[src/rtl/ddr3_pkg.sv]
// Shared constants, unpack state encoding and the width helper used by the gearbox.
package ddr3_pkg;

   localparam int DEF_NARROW_W = 16;
   localparam int DEF_RATIO    = 8;

   typedef enum logic {
      UP_IDLE,
      UP_BUSY
   } up_state_t;

   // Ceiling log2; clog2(RATIO+1) sizes counters that must hold the value RATIO.
   function automatic int clog2(input int value);
      int result;
      int rem;
      result = 0;
      rem    = value - 1;
      while (rem > 0) begin
         result = result + 1;
         rem    = rem >> 1;
      end
      return result;
   endfunction

endpackage

[src/rtl/ddr3_gearbox_if.sv]
// Pack and unpack handshake bundle between the gearbox and its neighbours.
interface ddr3_gearbox_if
   import ddr3_pkg::*;
#(
   parameter int NARROW_W = DEF_NARROW_W,
   parameter int RATIO    = DEF_RATIO
);

   localparam int WIDE_W = NARROW_W * RATIO;
   localparam int CNT_W  = clog2(RATIO + 1);

   logic                pk_din_vld;
   logic [NARROW_W-1:0] pk_din;
   logic                pk_din_rdy;
   logic                pk_flush;
   logic                pk_dout_vld;
   logic [WIDE_W-1:0]   pk_dout;
   logic [CNT_W-1:0]    pk_dout_cnt;
   logic                pk_dout_rdy;

   logic                up_din_vld;
   logic [WIDE_W-1:0]   up_din;
   logic                up_din_rdy;
   logic                up_dout_vld;
   logic [NARROW_W-1:0] up_dout;
   logic                up_dout_last;
   logic                up_dout_rdy;

   modport master (
      output pk_din_vld, pk_din, pk_flush, pk_dout_rdy,
      input  pk_din_rdy, pk_dout_vld, pk_dout, pk_dout_cnt,
      output up_din_vld, up_din, up_dout_rdy,
      input  up_din_rdy, up_dout_vld, up_dout, up_dout_last
   );

   modport slave (
      input  pk_din_vld, pk_din, pk_flush, pk_dout_rdy,
      output pk_din_rdy, pk_dout_vld, pk_dout, pk_dout_cnt,
      input  up_din_vld, up_din, up_dout_rdy,
      output up_din_rdy, up_dout_vld, up_dout, up_dout_last
   );

endinterface

[src/rtl/ddr3_gear_unpack.sv]
// Wide-to-narrow unpacker: one wide word in, RATIO narrow beats out, zero-bubble streaming.
module ddr3_gear_unpack
   import ddr3_pkg::*;
#(
   parameter int NARROW_W  = DEF_NARROW_W,
   parameter int RATIO     = DEF_RATIO,
   parameter bit MSB_FIRST = 1'b1
) (
   input  logic                         ui_clk,
   input  logic                         rst,
   input  logic                         din_vld,
   input  logic [NARROW_W*RATIO-1:0]    din,
   output logic                         din_rdy,
   output logic                         dout_vld,
   output logic [NARROW_W-1:0]          dout,
   output logic                         dout_last,
   input  logic                         dout_rdy
);

   localparam int WIDE_W = NARROW_W * RATIO;
   localparam int CNT_W  = clog2(RATIO + 1);
   localparam logic [CNT_W-1:0] PENULT_LANE = CNT_W'(RATIO - 2);

   up_state_t         state;
   logic [WIDE_W-1:0] shreg;
   logic [CNT_W-1:0]  lane;
   logic              last;
   logic              accept;
   logic              step;

   // A new word may enter when idle or while the final lane is leaving.
   always_comb begin
      din_rdy = (state == UP_IDLE) || (dout_rdy && last);
      accept  = din_vld && din_rdy;
      step    = (state == UP_BUSY) && dout_rdy;
   end

   // Lane sequencer: the current lane always sits at the output end of the shift register.
   always_ff @(posedge ui_clk or posedge rst) begin
      if (rst) begin
         state <= UP_IDLE;
         shreg <= '0;
         lane  <= '0;
         last  <= 1'b0;
      end else if (accept) begin
         state <= UP_BUSY;
         shreg <= din;
         lane  <= '0;
         last  <= 1'b0;
      end else if (step) begin
         if (last) begin
            state <= UP_IDLE;
            lane  <= '0;
            last  <= 1'b0;
         end else begin
            shreg <= MSB_FIRST ? (shreg << NARROW_W) : (shreg >> NARROW_W);
            lane  <= lane + CNT_W'(1);
            last  <= (lane == PENULT_LANE);
         end
      end
   end

   assign dout_vld  = (state == UP_BUSY);
   assign dout      = MSB_FIRST ? shreg[WIDE_W-1 -: NARROW_W] : shreg[NARROW_W-1:0];
   assign dout_last = last;

endmodule

[src/rtl/ddr3_gearbox.sv]
// DDR3 user-side gearbox: narrow-to-wide packer with flush, plus an independent unpacker.
module ddr3_gearbox
   import ddr3_pkg::*;
#(
   parameter int NARROW_W  = DEF_NARROW_W,
   parameter int RATIO     = DEF_RATIO,
   parameter bit MSB_FIRST = 1'b1
) (
   input  logic          ui_clk,
   input  logic          rst,
   ddr3_gearbox_if.slave bus
);

   localparam int WIDE_W = NARROW_W * RATIO;
   localparam int CNT_W  = clog2(RATIO + 1);
   localparam logic [CNT_W-1:0] LAST_LANE = CNT_W'(RATIO - 1);
   localparam logic [CNT_W-1:0] FULL_CNT  = CNT_W'(RATIO);

   logic [WIDE_W-1:0] acc;
   logic [WIDE_W-1:0] acc_nxt;
   logic [CNT_W-1:0]  cnt;
   logic [CNT_W-1:0]  cnt_nxt;
   logic [WIDE_W-1:0] dout_q;
   logic [CNT_W-1:0]  dout_cnt_q;
   logic              dout_vld_q;
   logic              flush_pend;
   logic              flush_pend_nxt;
   logic              out_free;
   logic              din_rdy;
   logic              beat;
   logic              flush_req;
   logic              emit;
   int                lane_lsb;

   // Accept/emit decision. The incoming beat is merged before any flush so a
   // coincident flush sees it; a flush that cannot emit yet is parked in flush_pend.
   always_comb begin
      out_free  = !dout_vld_q || bus.pk_dout_rdy;
      din_rdy   = (!flush_pend && (cnt != LAST_LANE)) || out_free;
      beat      = bus.pk_din_vld && din_rdy;
      flush_req = bus.pk_flush || flush_pend;
      lane_lsb  = MSB_FIRST ? (WIDE_W - (int'(cnt) + 1) * NARROW_W) : (int'(cnt) * NARROW_W);
      acc_nxt   = acc;
      cnt_nxt   = cnt;
      if (beat) begin
         acc_nxt[lane_lsb +: NARROW_W] = bus.pk_din;
         cnt_nxt                        = cnt + CNT_W'(1);
      end
      emit           = out_free && ((cnt_nxt == FULL_CNT) || (flush_req && (cnt_nxt != '0)));
      flush_pend_nxt = !emit && flush_req && (cnt_nxt != '0);
   end

   // Accumulator, lane counter and output register; output holds until taken.
   always_ff @(posedge ui_clk or posedge rst) begin
      if (rst) begin
         acc        <= '0;
         cnt        <= '0;
         dout_q     <= '0;
         dout_cnt_q <= '0;
         dout_vld_q <= 1'b0;
         flush_pend <= 1'b0;
      end else begin
         flush_pend <= flush_pend_nxt;
         if (emit) begin
            dout_q     <= acc_nxt;
            dout_cnt_q <= cnt_nxt;
            dout_vld_q <= 1'b1;
            acc        <= '0;
            cnt        <= '0;
         end else begin
            acc <= acc_nxt;
            cnt <= cnt_nxt;
            if (bus.pk_dout_rdy) begin
               dout_vld_q <= 1'b0;
            end
         end
      end
   end

   assign bus.pk_din_rdy  = din_rdy;
   assign bus.pk_dout_vld = dout_vld_q;
   assign bus.pk_dout     = dout_q;
   assign bus.pk_dout_cnt = dout_cnt_q;

   ddr3_gear_unpack #(
      .NARROW_W  (NARROW_W),
      .RATIO     (RATIO),
      .MSB_FIRST (MSB_FIRST)
   ) u_unpack (
      .ui_clk    (ui_clk),
      .rst       (rst),
      .din_vld   (bus.up_din_vld),
      .din       (bus.up_din),
      .din_rdy   (bus.up_din_rdy),
      .dout_vld  (bus.up_dout_vld),
      .dout      (bus.up_dout),
      .dout_last (bus.up_dout_last),
      .dout_rdy  (bus.up_dout_rdy)
   );

endmodule

[src/flat_wrapper.sv]
// flat-port wrapper written by rule: the top's interface ports become plain ports
module ddr3_gearbox_flat import ddr3_pkg::*;
#(
   parameter int NARROW_W  = DEF_NARROW_W,
   parameter int RATIO     = DEF_RATIO,
   parameter bit MSB_FIRST = 1'b1
)
  (ui_clk, rst, bus_pk_din_vld, bus_pk_din, bus_pk_flush, bus_pk_dout_rdy, bus_pk_din_rdy, bus_pk_dout_vld, bus_pk_dout, bus_pk_dout_cnt, bus_up_din_vld, bus_up_din, bus_up_dout_rdy, bus_up_din_rdy, bus_up_dout_vld, bus_up_dout, bus_up_dout_last);
  ddr3_gearbox_if #(.NARROW_W(NARROW_W), .RATIO(RATIO)) bus_i ();
  input  logic ui_clk;
  input  logic rst;
  input wire logic [$bits(bus_i.pk_din_vld)-1:0] bus_pk_din_vld;
  input wire logic [$bits(bus_i.pk_din)-1:0] bus_pk_din;
  input wire logic [$bits(bus_i.pk_flush)-1:0] bus_pk_flush;
  input wire logic [$bits(bus_i.pk_dout_rdy)-1:0] bus_pk_dout_rdy;
  output wire logic [$bits(bus_i.pk_din_rdy)-1:0] bus_pk_din_rdy;
  output wire logic [$bits(bus_i.pk_dout_vld)-1:0] bus_pk_dout_vld;
  output wire logic [$bits(bus_i.pk_dout)-1:0] bus_pk_dout;
  output wire logic [$bits(bus_i.pk_dout_cnt)-1:0] bus_pk_dout_cnt;
  input wire logic [$bits(bus_i.up_din_vld)-1:0] bus_up_din_vld;
  input wire logic [$bits(bus_i.up_din)-1:0] bus_up_din;
  input wire logic [$bits(bus_i.up_dout_rdy)-1:0] bus_up_dout_rdy;
  output wire logic [$bits(bus_i.up_din_rdy)-1:0] bus_up_din_rdy;
  output wire logic [$bits(bus_i.up_dout_vld)-1:0] bus_up_dout_vld;
  output wire logic [$bits(bus_i.up_dout)-1:0] bus_up_dout;
  output wire logic [$bits(bus_i.up_dout_last)-1:0] bus_up_dout_last;
  assign bus_i.pk_din_vld = bus_pk_din_vld;
  assign bus_i.pk_din = bus_pk_din;
  assign bus_i.pk_flush = bus_pk_flush;
  assign bus_i.pk_dout_rdy = bus_pk_dout_rdy;
  assign bus_pk_din_rdy = bus_i.pk_din_rdy;
  assign bus_pk_dout_vld = bus_i.pk_dout_vld;
  assign bus_pk_dout = bus_i.pk_dout;
  assign bus_pk_dout_cnt = bus_i.pk_dout_cnt;
  assign bus_i.up_din_vld = bus_up_din_vld;
  assign bus_i.up_din = bus_up_din;
  assign bus_i.up_dout_rdy = bus_up_dout_rdy;
  assign bus_up_din_rdy = bus_i.up_din_rdy;
  assign bus_up_dout_vld = bus_i.up_dout_vld;
  assign bus_up_dout = bus_i.up_dout;
  assign bus_up_dout_last = bus_i.up_dout_last;
  ddr3_gearbox #(.NARROW_W(NARROW_W), .RATIO(RATIO), .MSB_FIRST(MSB_FIRST)) u_core (.ui_clk(ui_clk), .rst(rst), .bus(bus_i));
endmodule
[config.mk]
export PLATFORM = sky130hd
export DESIGN_NAME = ddr3_gearbox_flat
export DESIGN_NICKNAME = d
export VERILOG_FILES = /design/src/rtl/ddr3_pkg.sv /design/src/rtl/ddr3_gearbox_if.sv /design/src/rtl/ddr3_gear_unpack.sv /design/src/rtl/ddr3_gearbox.sv /design/src/flat_wrapper.sv
export SDC_FILE = /design/constraint.sdc
export NUM_CORES = 1
export LEC_CHECK = 0
export CAP_MARGIN = 0
export CORE_ASPECT_RATIO = 0.7
export CORE_MARGIN = 3
export CORE_UTILIZATION = 47
export DETAILED_ROUTE_END_ITERATION = 6
export PLACE_DENSITY = 0.72
export REMOVE_ABC_BUFFERS = 1
export SLEW_MARGIN = 5
export SYNTH_ARGS = -nofsm -noshare
export SYNTH_HDL_FRONTEND = slang
export SYNTH_SLANG_ARGS = --single-unit
[constraint.sdc]
create_clock -name ui_clk -period 12.7 [get_ports ui_clk]
set_clock_uncertainty 0.1 [all_clocks]
set_input_delay 1.905 -clock ui_clk [delete_from_list [all_inputs] [get_ports ui_clk]]
set_output_delay 1.905 -clock ui_clk [all_outputs]
set_load 0.02 [all_outputs]
# [After elaboration in Yosys (flattened, before gate mapping)]
# Index checks and enable logic that the tools add are counted.
# W data, S select, Z words.
[totals] reg_bits=400 in_bits=151
[op_classes] bitwise_logic=1 addsub=5 muxes=19 shift=2 n_reduce_logical=23 n_eq_ne=4
[ops] operator="$mux W128" n=5
[ops] operator="$bwmux W128" n=1
[ops] operator="$shift A16 B33 Y128 const A" n=1
[ops] operator="$shiftx A16 B33 Y128" n=1
[ops] operator="$neg A32 Y33" n=1
[ops] operator="$sub A9 B32 Y32 const A" n=1
[ops] operator="$mux W4" n=5
[ops] operator="$logic_and A1 B1 Y1" n=9
[ops] operator="$add A4 B1 Y4 const B" n=2
[ops] operator="$mux W1" n=8
[ops] operator="$reduce_bool A2 Y1" n=3
[ops] operator="$add A4 B1 Y5 const B" n=1
[ops] operator="$logic_or A1 B1 Y1" n=5
[ops] operator="$eq A4 B3 Y1 const B" n=1
[ops] operator="$eq A4 B4 Y1 const B" n=1
[ops] operator="$ne A4 B3 Y1 const B" n=1
[ops] operator="$reduce_and A2 Y1" n=2
[ops] operator="$reduce_bool A4 Y1" n=1
[ops] operator="$logic_not A1 Y1" n=3
[ops] operator="$ne A2 B1 Y1 const B" n=1
[ops] operator="$not A1 Y1" n=1

# [Logic depth before layout (Yosys ltp)]
# Gate-level depths: netlist of run 1.
[depth] depth_word=12 ltp_mapped=14 depth_no_buf=11

# [Hierarchy]
# A second synthesis of run 1 with hierarchy kept.
[unflattened] cells_unflattened=1520 hier_area_um2=17262.8
[modules_own_cells] mod="ddr3_gearbox" area_per_inst_um2=11144.4 instances=1 cells_per_inst=1008 seq_area_each_um2=6656.4
[modules_own_cells] mod="ddr3_gear_unpack" area_per_inst_um2=6118.4 instances=1 cells_per_inst=512 seq_area_each_um2=3353.2

# [Worst setup path before layout of run 1]
# Ideal clock, no wire load.
[synth_timing] path_type="in2out" from="in bus_pk_dout_rdy" to="out bus_pk_din_rdy" path_stages=2 t_required_ns=10.695 n_path_buf=0 arrival_time_ns=2.352 slack_ns=8.343 path_cell_list="nor2b_1 > o21ai_2"
[synth_via] elab_chain_len=2
[synth_lines] item="start: declaration" line_no="flat_wrapper.sv:15" source="input wire logic [$bits(bus_i.pk_dout_rdy)-1:0] bus_pk_dout_rdy;"
[synth_lines] item="$logic_or A1 B1 Y1" line_no="ddr3_gearbox.sv:38" source="out_free = !dout_vld_q || bus.pk_dout_rdy;"
[synth_lines] item="$logic_or A1 B1 Y1" line_no="ddr3_gearbox.sv:39" source="din_rdy = (!flush_pend && (cnt != LAST_LANE)) || out_free;"
[synth_lines] item="end: declaration" line_no="flat_wrapper.sv:16" source="output wire logic [$bits(bus_i.pk_din_rdy)-1:0] bus_pk_din_rdy;"
# No other way between the ends.

# [Worst setup path after layout of run 1]
# Ends and elaborated chain as after synthesis.

==> results of run 1 <==
[where the power goes]
part           internal (mW)  switching, mW
Clock                  0.745          0.484
Combinational          0.861           1.24
Sequential              1.74          0.279
[metal layers]
metal  vias up  global-route usage, %  share of wire, %
li1       5769                      -                 -
met3        62                  3.644               5.0
met4         0                  4.926               1.8
met2       311                  34.95                48
met1      5915                  31.64                45
met5         -                      0                 0
[synthesized netlist by cell type, drive strengths merged, types with 4 or more instances]
master	instances	area [sq um]
a211oi	4	55.05
ha	4	50.05
o21ai	25	128.9
and2	34	212.7
nand2b	6	37.54
a21oi	137	689.4
inv	5	18.77
buf	43	291.5
xnor2	8	77.58
dfrtp	400	10010
nand2	267	1002
a22oi	110	825.8
mux2i	135	1355
nor2	277	1040
clkbuf	94	352.8
[stage by stage]
step / total power [mW] / setup TNS [ns] / setup WS, ns
final: 5.345 / 0 / 7.093
after global routing: 5.691 / 0 / 6.981
after CTS: 5.396 / 0 / 7.169
after detailed placement: 4.141 / 0 / 6.849
after global placement: 4.078 / 0 / 7.099
after floorplan: 3.463 / -958.21 / -3.325
[path summary, 6_finish.rpt]
check	from	to	slack, ns
max in group asynchronous	rst	u_core.acc[91]$_DFF_PP0_	8.57
min reg2reg	u_core.u_unpack.shreg[120]$_DFFE_PP0P_	u_core.u_unpack.shreg[120]$_DFFE_PP0P_	0.37
max reg2reg	u_core.cnt[0]$_DFF_PP0_	u_core.bus.pk_dout[99]$_DFFE_PP0P_	7.89
max	bus_pk_dout_rdy	bus_pk_din_rdy	7.09
min in group asynchronous	rst	u_core.bus.pk_dout[59]$_DFFE_PP0P_	1.83
min	u_core.u_unpack.shreg[120]$_DFFE_PP0P_	u_core.u_unpack.shreg[120]$_DFFE_PP0P_	0.37
[sequential cells by signal (all words and copies together) (netlist names)]
register	flops
u_core.bus.pk_dout	128
u_core.u_unpack.lane	4
u_core.bus.pk_dout_cnt	4
u_core.u_unpack.dout_last	1
u_core.u_unpack.dout_vld	1
u_core.bus.pk_dout_vld	1
u_core.cnt	4
u_core.u_unpack.shreg	128
u_core.flush_pend	1
u_core.acc	128
[worst min-delay path: cells and delay by family (launching register included)]
kind / cells / cell delay (ns)
and+or+nand+nor: 2 / 0.10
DFF: 1 / 0.34
[cells by family (layout without fill, tap and decap cells)]
| kind of cell | count (synthesis) | in the layout | share of synthesized area (%) |
|---|---|---|---|
| flops | 400 | 400 | 60.40 |
| buf+inv | 142 | 394 | 4.001 |
| mux | 137 | 137 | 8.312 |
| xor+xnor | 10 | 10 | 0.5738 |
| fa+ha+maj | 4 | 4 | 0.3020 |
| simple gates | 609 | 609 | 15.29 |
| compound gates | 290 | 290 | 11.13 |
[area by class of cell]
cell class	instances	area, sq um	share of cell area [%]
clock buffer	59	1184	5.611
clock inverter	10	177.7	0.8422
inverter	5	26.28	0.1245
multi-input combinational	1050	5933	28.12
sequential	400	10010	47.45
tap	464	580.6	2.752
timing repair buffer	320	3186	15.10
==> flow_summary_export.csv, run 1 <==
group,metric,value,unit
setup_path,endpoint_kind,"output pin",
route,final_antenna_net_count,0,
timing,fin_crit,5.607,ns
final_layout,final_cell_mix,"dfrtp_1, clkdlybuf4s50_1, nor2_1",
place,portBuffers,303,
synthesis,synthCells,1592,
clock_tree,clock_latency,0.53,ns
grt,grt_antenna_before_repair,0,
clock_tree,cts_tree,"built",
synthesis,yosysWarnings,0,
route,via_per_inst,5.224,
place,place_inst,2239,
synthesis,synth_cell_types,56,
timing,fmax,178.3,MHz
setup_path,cp-start-kind,"input port",
power,leakage,9.763,nW
route,wirelength,41480,um
synthesis,synth_top_flop_cell,"dfrtp_1",
die,initial_utilization,48.57,%
power,vdd_drop_max,0.1950,mV
timing,rsz0062_at_grt,"false",
setup_path,crit_top_cell,"clkdlybuf4s50_1",
worst_hold_path,hold_depth,2,
clock_tree,ctsResizeCount,0,
grt,grt_pass1_vias,12090,
synthesis,ys_ff_latch,400,
timing,slew_headroom,27.74,%
grt,grt_pass1_wl,66320,um
synthesis,syn_area,0.01657,sq mm
synthesis,avgSynthCellArea,10.41,sq um
setup_path,critPathTopFamily,"buffers and inverters",
setup_path,critPathKind,"in2out",
route,drtPass1Iterations,7,
final_layout,final_design_area_no_fill,0.02110,sq mm
timing,tightestPinTransition,1.084,ns
clock_tree,clock-root-buffer,"clkbuf_16",
setup_path,crit_fanout,6,
timing,finalCritPeriodShare,44.15,%
die,dieWidth,230.4,um
timing,hold_viol,0,
clock_tree,clk_pin_slew,0.06,ns
die,core-area,0.03412,sq mm
setup_path,critPathBufInv,2,
final_layout,num-fill-cells,2835,
final_layout,synthToLayoutAreaGrowth,27.29,%
clock_tree,cts_buffer_depth,3,
timing,hold-worst-slack,0.3714,ns
setup_path,critPathMaxStageDelay,0.58,ns
place,place_area,0.01974,sq mm
final_layout,drive_gt1_share,5.423,%
die,pin_count,304,
final_layout,diodes,0,
setup_path,worstPathArrival,3.60,ns
clock_tree,post-cts-setup-buffer-count,0,
grt,grt_max_degree,221,
flow_run,maxCapViolCount,0,
die,core.rowCount,56,
synthesis,synth_edf_count,0,
synthesis,ys_seq_area_share,60.40,%
timing,setup_violations,0,
worst_hold_path,worstHoldPathType,"reg2reg",
final_layout,layout_commonest_cell,"dfrtp_1",
setup_path,worstPathCellList,"clkdlybuf4s50_1 -> nor2b_1 -> o21ai_2 -> clkdlybuf4s50_1",
final_layout,nets,1972,
route,wl_per_cell,17.97,um
clock_tree,htreeDepth,2,
clock_tree,hold_buffers,0,
setup_path,cpMaxStageDelayCell,"clkdlybuf4s50_1",
grt,gr-total-overflow,0,
route,vias,12060,
grt,grtUsageTotal,21.86,%
route,drt_iter0_markers,949,
place,hpwlAfterDp,27080,um
setup_path,reg2reg_depth,10,
route,drc_errors,0,
synthesis,async_flop_share,100.0,%
timing,slew_violations,0,
setup_path,cp.depth,4,
outcome,run_status,"completed",
clock_tree,cts_buffers,40,
clock_tree,cts.sinks,400,
setup_path,required,10.69,ns
place,gp_congestion,0.8852,
die,dieArea,0.03759,sq mm
final_layout,utilization,61.83,%
final_layout,final-instance-count-excl-fill,2308,
power,cellPowerDensity,253.4,mW/mm^2
die,die_h,163.1,um
Power figures use the tool's default switching activity.
==> run 2, diff against run 1 <==
==> constraint.sdc (replaced) <==
create_clock -name ui_clk -period 4.9 [get_ports ui_clk]
set_clock_uncertainty 0.1 [all_clocks]
set_input_delay 0.735 -clock ui_clk [delete_from_list [all_inputs] [get_ports ui_clk]]
set_output_delay 0.735 -clock ui_clk [all_outputs]
set_load 0.02 [all_outputs]
==> run 2 against run 1 <==
  * Clock power increased to 2.5 times the previous value
  * Design area is 0.25% higher
  * Largest power group unchanged
  * Largest cell class unchanged
  * Die area did not move
  * Via count is 1.5% higher
  * Sequential share of layout area down 0.12 points
  * Global-route usage is 0.36 points higher
==> flow_summary_export.csv, run 2 (synthesis gave the netlist of run 1 again) <==
group,metric,value,unit
clock_tree,cts_buffers,39,
power,cellPowerDensity,653.2,mW/mm^2
power,pwr-share-comb,39.9,%
place,hpwlAfterDp,27890,um
power,clockPowerShare,22.4,%
die,initial_utilization,48.57,%
setup_path,crit_fanout,15,
setup_path,critPathKind,"reg2reg",
route,wl_met3,1988,um
grt,grt_antenna_before_repair,2,
route,vias,12230,
timing,finalCritPeriodShare,85.44,%
worst_hold_path,worstHoldPathType,"reg2reg",
grt,gr-total-overflow,0,
die,core-area,0.03412,sq mm
grt,grt_pass1_vias,12220,
clock_tree,clock-root-buffer,"clkbuf_16",
grt,grt_pass1_wl,67220,um
route,via_per_inst,5.282,
flow_run,maxCapViolCount,0,
clock_tree,cts_tree,"built",
grt,grtUsageTotal,22.22,%
route,drtPass1Iterations,5,
route,wl_met1,19480,um
setup_path,worstPathArrival,4.47,ns
clock_tree,cts_buffer_depth,3,
final_layout,layout_commonest_cell,"dfrtp_1",
timing,fin_crit,4.187,ns
clock_tree,clk_pin_slew,0.06,ns
place,place_area,0.01983,sq mm
outcome,run_status,"completed",
clock_tree,htreeDepth,2,
setup_path,cp-start-kind,"flop",
timing,slew_headroom,22.67,%
final_layout,synthToLayoutAreaGrowth,27.61,%
power,leakage,9.802,nW
setup_path,worstPathCellList,"ha_1 -> nand4b_2 -> nor2_1 -> nor2_1 -> ha_1 -> or3_1 -> a21oi_2 -> or4b_1 -> a31oi_4 -> buf_4 -> mux2i_1 -> a21oi_1",
clock_tree,clock_latency,0.54,ns
route,wirelength,42170,um
timing,fmax,238.9,MHz
power,switching_share,37.73,%
route,final_antenna_net_count,0,
die,core.rowCount,56,
setup_path,endpoint_kind,"flop",
final_layout,utilization,61.98,%
timing,tightestPinTransition,1.160,ns
setup_path,critPathMaxStageDelay,0.52,ns
setup_path,required,5.18,ns
clock_tree,cts.sinks,400,
setup_path,cpMaxStageDelayCell,"dfrtp_1",
power,p_int,8.602,mW
timing,setup_violations,0,
place,gp_congestion,0.8287,
route,wl_met2,19520,um
route,drc_errors,0,
final_layout,nets,1978,
final_layout,final_design_area_no_fill,0.02115,sq mm
timing,hold_viol,0,
die,die_h,163.1,um
die,dieArea,0.03759,sq mm
clock_tree,post-cts-setup-buffer-count,0,
clock_tree,ctsResizeCount,0,
power,design_power_total,13.81,mW
route,top_layer_used,"met5",
die,dieWidth,230.4,um
clock_tree,hold_buffers,0,
grt,grt_max_degree,207,
place,portBuffers,303,
timing,rsz0062_at_grt,"false",
route,wl_per_cell,18.21,um
route,drt_iter0_markers,987,
power,vdd_drop_max,0.4255,mV
die,pin_count,304,
timing,slew_violations,0,
power,switching_power,5.211,mW
final_layout,final_cell_mix,"dfrtp_1, clkdlybuf4s50_1, nor2_1",
power,p_seq_share,37.7,%
final_layout,drive_gt1_share,5.835,%
==> run 2: critical path, delay by kind of cell (launching register included) <==
kind                     cells  cell delay (ns)
buffers and inverters        1             0.35
AND/OR/NAND/NOR              5             1.43
flip-flops                   1             0.52
multiplexers                 1             0.29
adder cells (fa/ha/maj)      2             0.81
AO/OA/AOI/OAI                3             0.53
==> run 2: area by class of cell <==
cell class                      count  area (sq um)
Tap cell                          464         580.6
Multi-Input combinational cell   1050          5933
Sequential cell                   400         10010
Inverter                            5         26.28
Fill cell                        2806         12970
Antenna cell                        1         2.502
Timing Repair Buffer              327          3276
Clock inverter                     13         180.2
Clock buffer                       56          1141
==> run 2: layer usage <==
layer | global-route usage, % | vias to the layer above
met3 | 3.835 | 80
met4 | 7.248 | 2
met2 | 34.41 | 272
met5 | 0 | -
li1 | - | 5789
met1 | 32.12 | 6090
==> run 2: power groups by stage <==
stage	registers, mW	logic, mW	clock network [mW]
2_1_floorplan	5.82	2.45	0
3_3_place_gp	5.22	5.39	0
3_5_place_dp	5.25	5.52	0
4_1_cts	5.21	5.56	3.18
5_1_grt	5.34	6.03	3.32
6_report	5.21	5.51	3.10
==> run 2: worst paths after layout <==
path / start / end / slack (ns) / depth (start not counted)
worst max-delay path: u_core.cnt[0]$_DFF_PP0_ / u_core.bus.pk_dout[5]$_DFFE_PP0P_ / 0.71 / 12
worst min-delay path: u_core.u_unpack.shreg[124]$_DFFE_PP0P_ / u_core.u_unpack.shreg[124]$_DFFE_PP0P_ / 0.37 / 2
worst max register to register: u_core.cnt[0]$_DFF_PP0_ / u_core.bus.pk_dout[5]$_DFFE_PP0P_ / 0.71 / 12
worst min register to register: u_core.u_unpack.shreg[124]$_DFFE_PP0P_ / u_core.u_unpack.shreg[124]$_DFFE_PP0P_ / 0.37 / 2
max in group asynchronous: rst / u_core.bus.pk_dout[82]$_DFFE_PP0P_ / 2.89 / 3
min in group asynchronous: rst / u_core.u_unpack.lane[1]$_DFFE_PP0P_ / 0.67 / 2
==> run 2: per-stage QoR <==
stage	worst slack [ns]	TNS, ns	hold slack [ns]	instances
floorplan	-10.17	-5854.67	0.3452	1455
global placement	0.8404	0	0.3564	2246
detailed placement	0.7601	0	0.3619	2246
CTS	0.7669	0	0.3773	2315
global route	0.4878	0	0.3946	2316
finish	0.7134	0	0.3708	2316
==> patch (flow settings as in run 1) <==
`DEF_NARROW_W`: 16 -> 32.
--- a/src/rtl/ddr3_pkg.sv
+++ b/src/rtl/ddr3_pkg.sv
@@ -1,7 +1,7 @@
 // Shared constants, unpack state encoding and the width helper used by the gearbox.
 package ddr3_pkg;
 
-   localparam int DEF_NARROW_W = 16;
+   localparam int DEF_NARROW_W = 32;
    localparam int DEF_RATIO    = 8;
 
    typedef enum logic {
Ports: changed (resized bus_pk_din, bus_pk_dout, bus_up_din and bus_up_dout); port bits go from 304 to 592. The function was not compared with the original's and may differ.
==> patch against run 1 <==
The flow now finishes with violations (DRC). Power rose by 66%. Worst setup slack got worse by 1700 ps. Synthesized cell count rose by 93%. Sequential cell count rose by 384. Final area rose by 96%. Area after synthesis rose by 98%. Routed wire length rose by 140%. Largest power group is now registers.
==> patch: results <==
set metrics [dict create \
    outcome "complete, but fails checks" \
    violations "DRC" \
    drive_gt1_share_pct 5.127 \
    rrSetupSlack_ps 5580 \
    top_cells_by_count_synth "sky130_fd_sc_hd__dfrtp_1 (784), sky130_fd_sc_hd__nand2_1 (494), sky130_fd_sc_hd__mux2i_1 (351)" \
    clkTransAtPathRegs_ps 60 \
    fin_nets 3813 \
    crit_path_top_delay_cell "sky130_fd_sc_hd__mux2i_4" \
    worstReg2RegStart "u_core.cnt[1]" \
    dp.final_hpwl_mm 63.15 \
    clock_tree.root_cell "sky130_fd_sc_hd__clkbuf_16" \
    path_delay_family "buffers and inverters" \
    crit_fanout 88 \
    routed_wirelength_mm 98.34 \
    synth_sequential_area_ratio_pct 59.78 \
    via_count 24760 \
    post_drt_wl_per_cell_um 21.90 \
    synth.distinct_cells 61 \
    tritoncts.num_buffers 76 \
    place_area_um2 38850 \
    grt_pass1_wl_mm 148.1 \
    grt_antenna_before_repair 19 \
    cell_types_with_the_largest_area_share_after_synthesis "sky130_fd_sc_hd__dfrtp_1 (60%), sky130_fd_sc_hd__mux2i_1 (11%), sky130_fd_sc_hd__nand2_1 (5.7%)" \
    cts_max_path_buffers 3 \
    vias_in_the_first_global_route 23990 \
    yosys_warnings 0 \
    clock_insertion_delay_worst_skew_ps 620 \
    slowest_stage_delay_cp_ps 980 \
    gp_congestion 0.8452 \
    hold_path.class "flip-flop to flip-flop" \
    post-cts-setup-buffer-count 0 \
    buffer_ports.inserted 591 \
    clock_tree.htree_level_count 3 \
    grt_usage_pct 26.30 \
    initialDrtViolationCount 2322 \
    drcViolationCount 2 \
    irDropWorstVdd_v 0.0001846 \
    p_leak_uw 0.01883 \
    worst_slew_margin_rel_pct 19.51 \
    synth_area_per_cell_um2 10.68 \
    post_cts.resized_instances 0 \
    numPlacedInstances 4338 \
    critPathCapture "u_core.bus.pk_dout[44]" \
    pin_count_of_the_biggest_net_entering_global_routing 175 \
    worstRegToRegCells 11 \
]
==> patch: kinds of logic after synthesis <==
group	count (synthesis)	share of synthesized area [%]
multiplexers	353	10.81
AO/OA/AOI/OAI	685	12.40
flip-flops	784	59.78
buffers and inverters	336	5.010
XOR/XNOR	12	0.3432
adder cells (fa/ha/maj)	4	0.1525
AND/OR/NAND/NOR	899	11.51
==> patch: cell type report <==
| cell class | instances | area, um^2 |
|---|---|---|
| Timing Repair Buffer | 628 | 6231 |
| Sequential cell | 784 | 19620 |
| Clock buffer | 108 | 2163 |
| Clock inverter | 25 | 230.2 |
| Fill cell | 5691 | 27370 |
| Antenna cell | 19 | 47.55 |
| Inverter | 71 | 274.0 |
| Multi-Input combinational cell | 1953 | 11600 |
| Tap cell | 902 | 1129 |
==> patch: power breakdown <==
group          switching (uW)  internal, uW  total [uW]
combinational            2030          1130        3170
clock                     984          1230        2220
sequential                349          3130        3480
total                    3370          5500        8860
==> patch: worst register-to-register path, delay by kind of cell, from the launching register on <==
family                   cells  cell delay [ps]
buffers and inverters        3             2360
AND/OR/NAND/NOR              3             1150
multiplexers                 1              980
AO/OA/AOI/OAI                3              840
adder cells (fa/ha/maj)      1              800
flip-flops                   1              720
==> patch: per-layer routing <==
layer  part of all wire (%)  vias up  GRT usage (%)
met5                      0        -              0
met4                    3.4        0          10.17
met3                    6.0      180          4.844
met2                     46      827          39.25
met1                     45    12450          38.44
li1                       -    11310              -
==> patch: per-stage QoR <==
| step | power [uW] | worst slack, ps |
|---|---|---|
| after global placement | 6594 | 4865 |
| after detailed placement | 6658 | 4801 |
| final | 8864 | 5350 |
| after global routing | 9338 | 5080 |
| after CTS | 8904 | 5470 |
| after floorplan | 5464 | -11320 |
==> patch: worst min path at each step <==
stage	slack [ps]	from	endpoint
2_1_floorplan	350	u_core.u_unpack.shreg[86]	u_core.u_unpack.shreg[86]
3_3_place_gp	360	u_core.u_unpack.shreg[244]	u_core.u_unpack.shreg[244]
3_5_place_dp	360	u_core.u_unpack.shreg[230]	u_core.u_unpack.shreg[230]
4_1_cts	380	u_core.u_unpack.shreg[230]	u_core.u_unpack.shreg[230]
5_1_grt	380	u_core.u_unpack.shreg[252]	u_core.u_unpack.shreg[252]
6_report	370	u_core.u_unpack.shreg[239]	u_core.u_unpack.shreg[239]
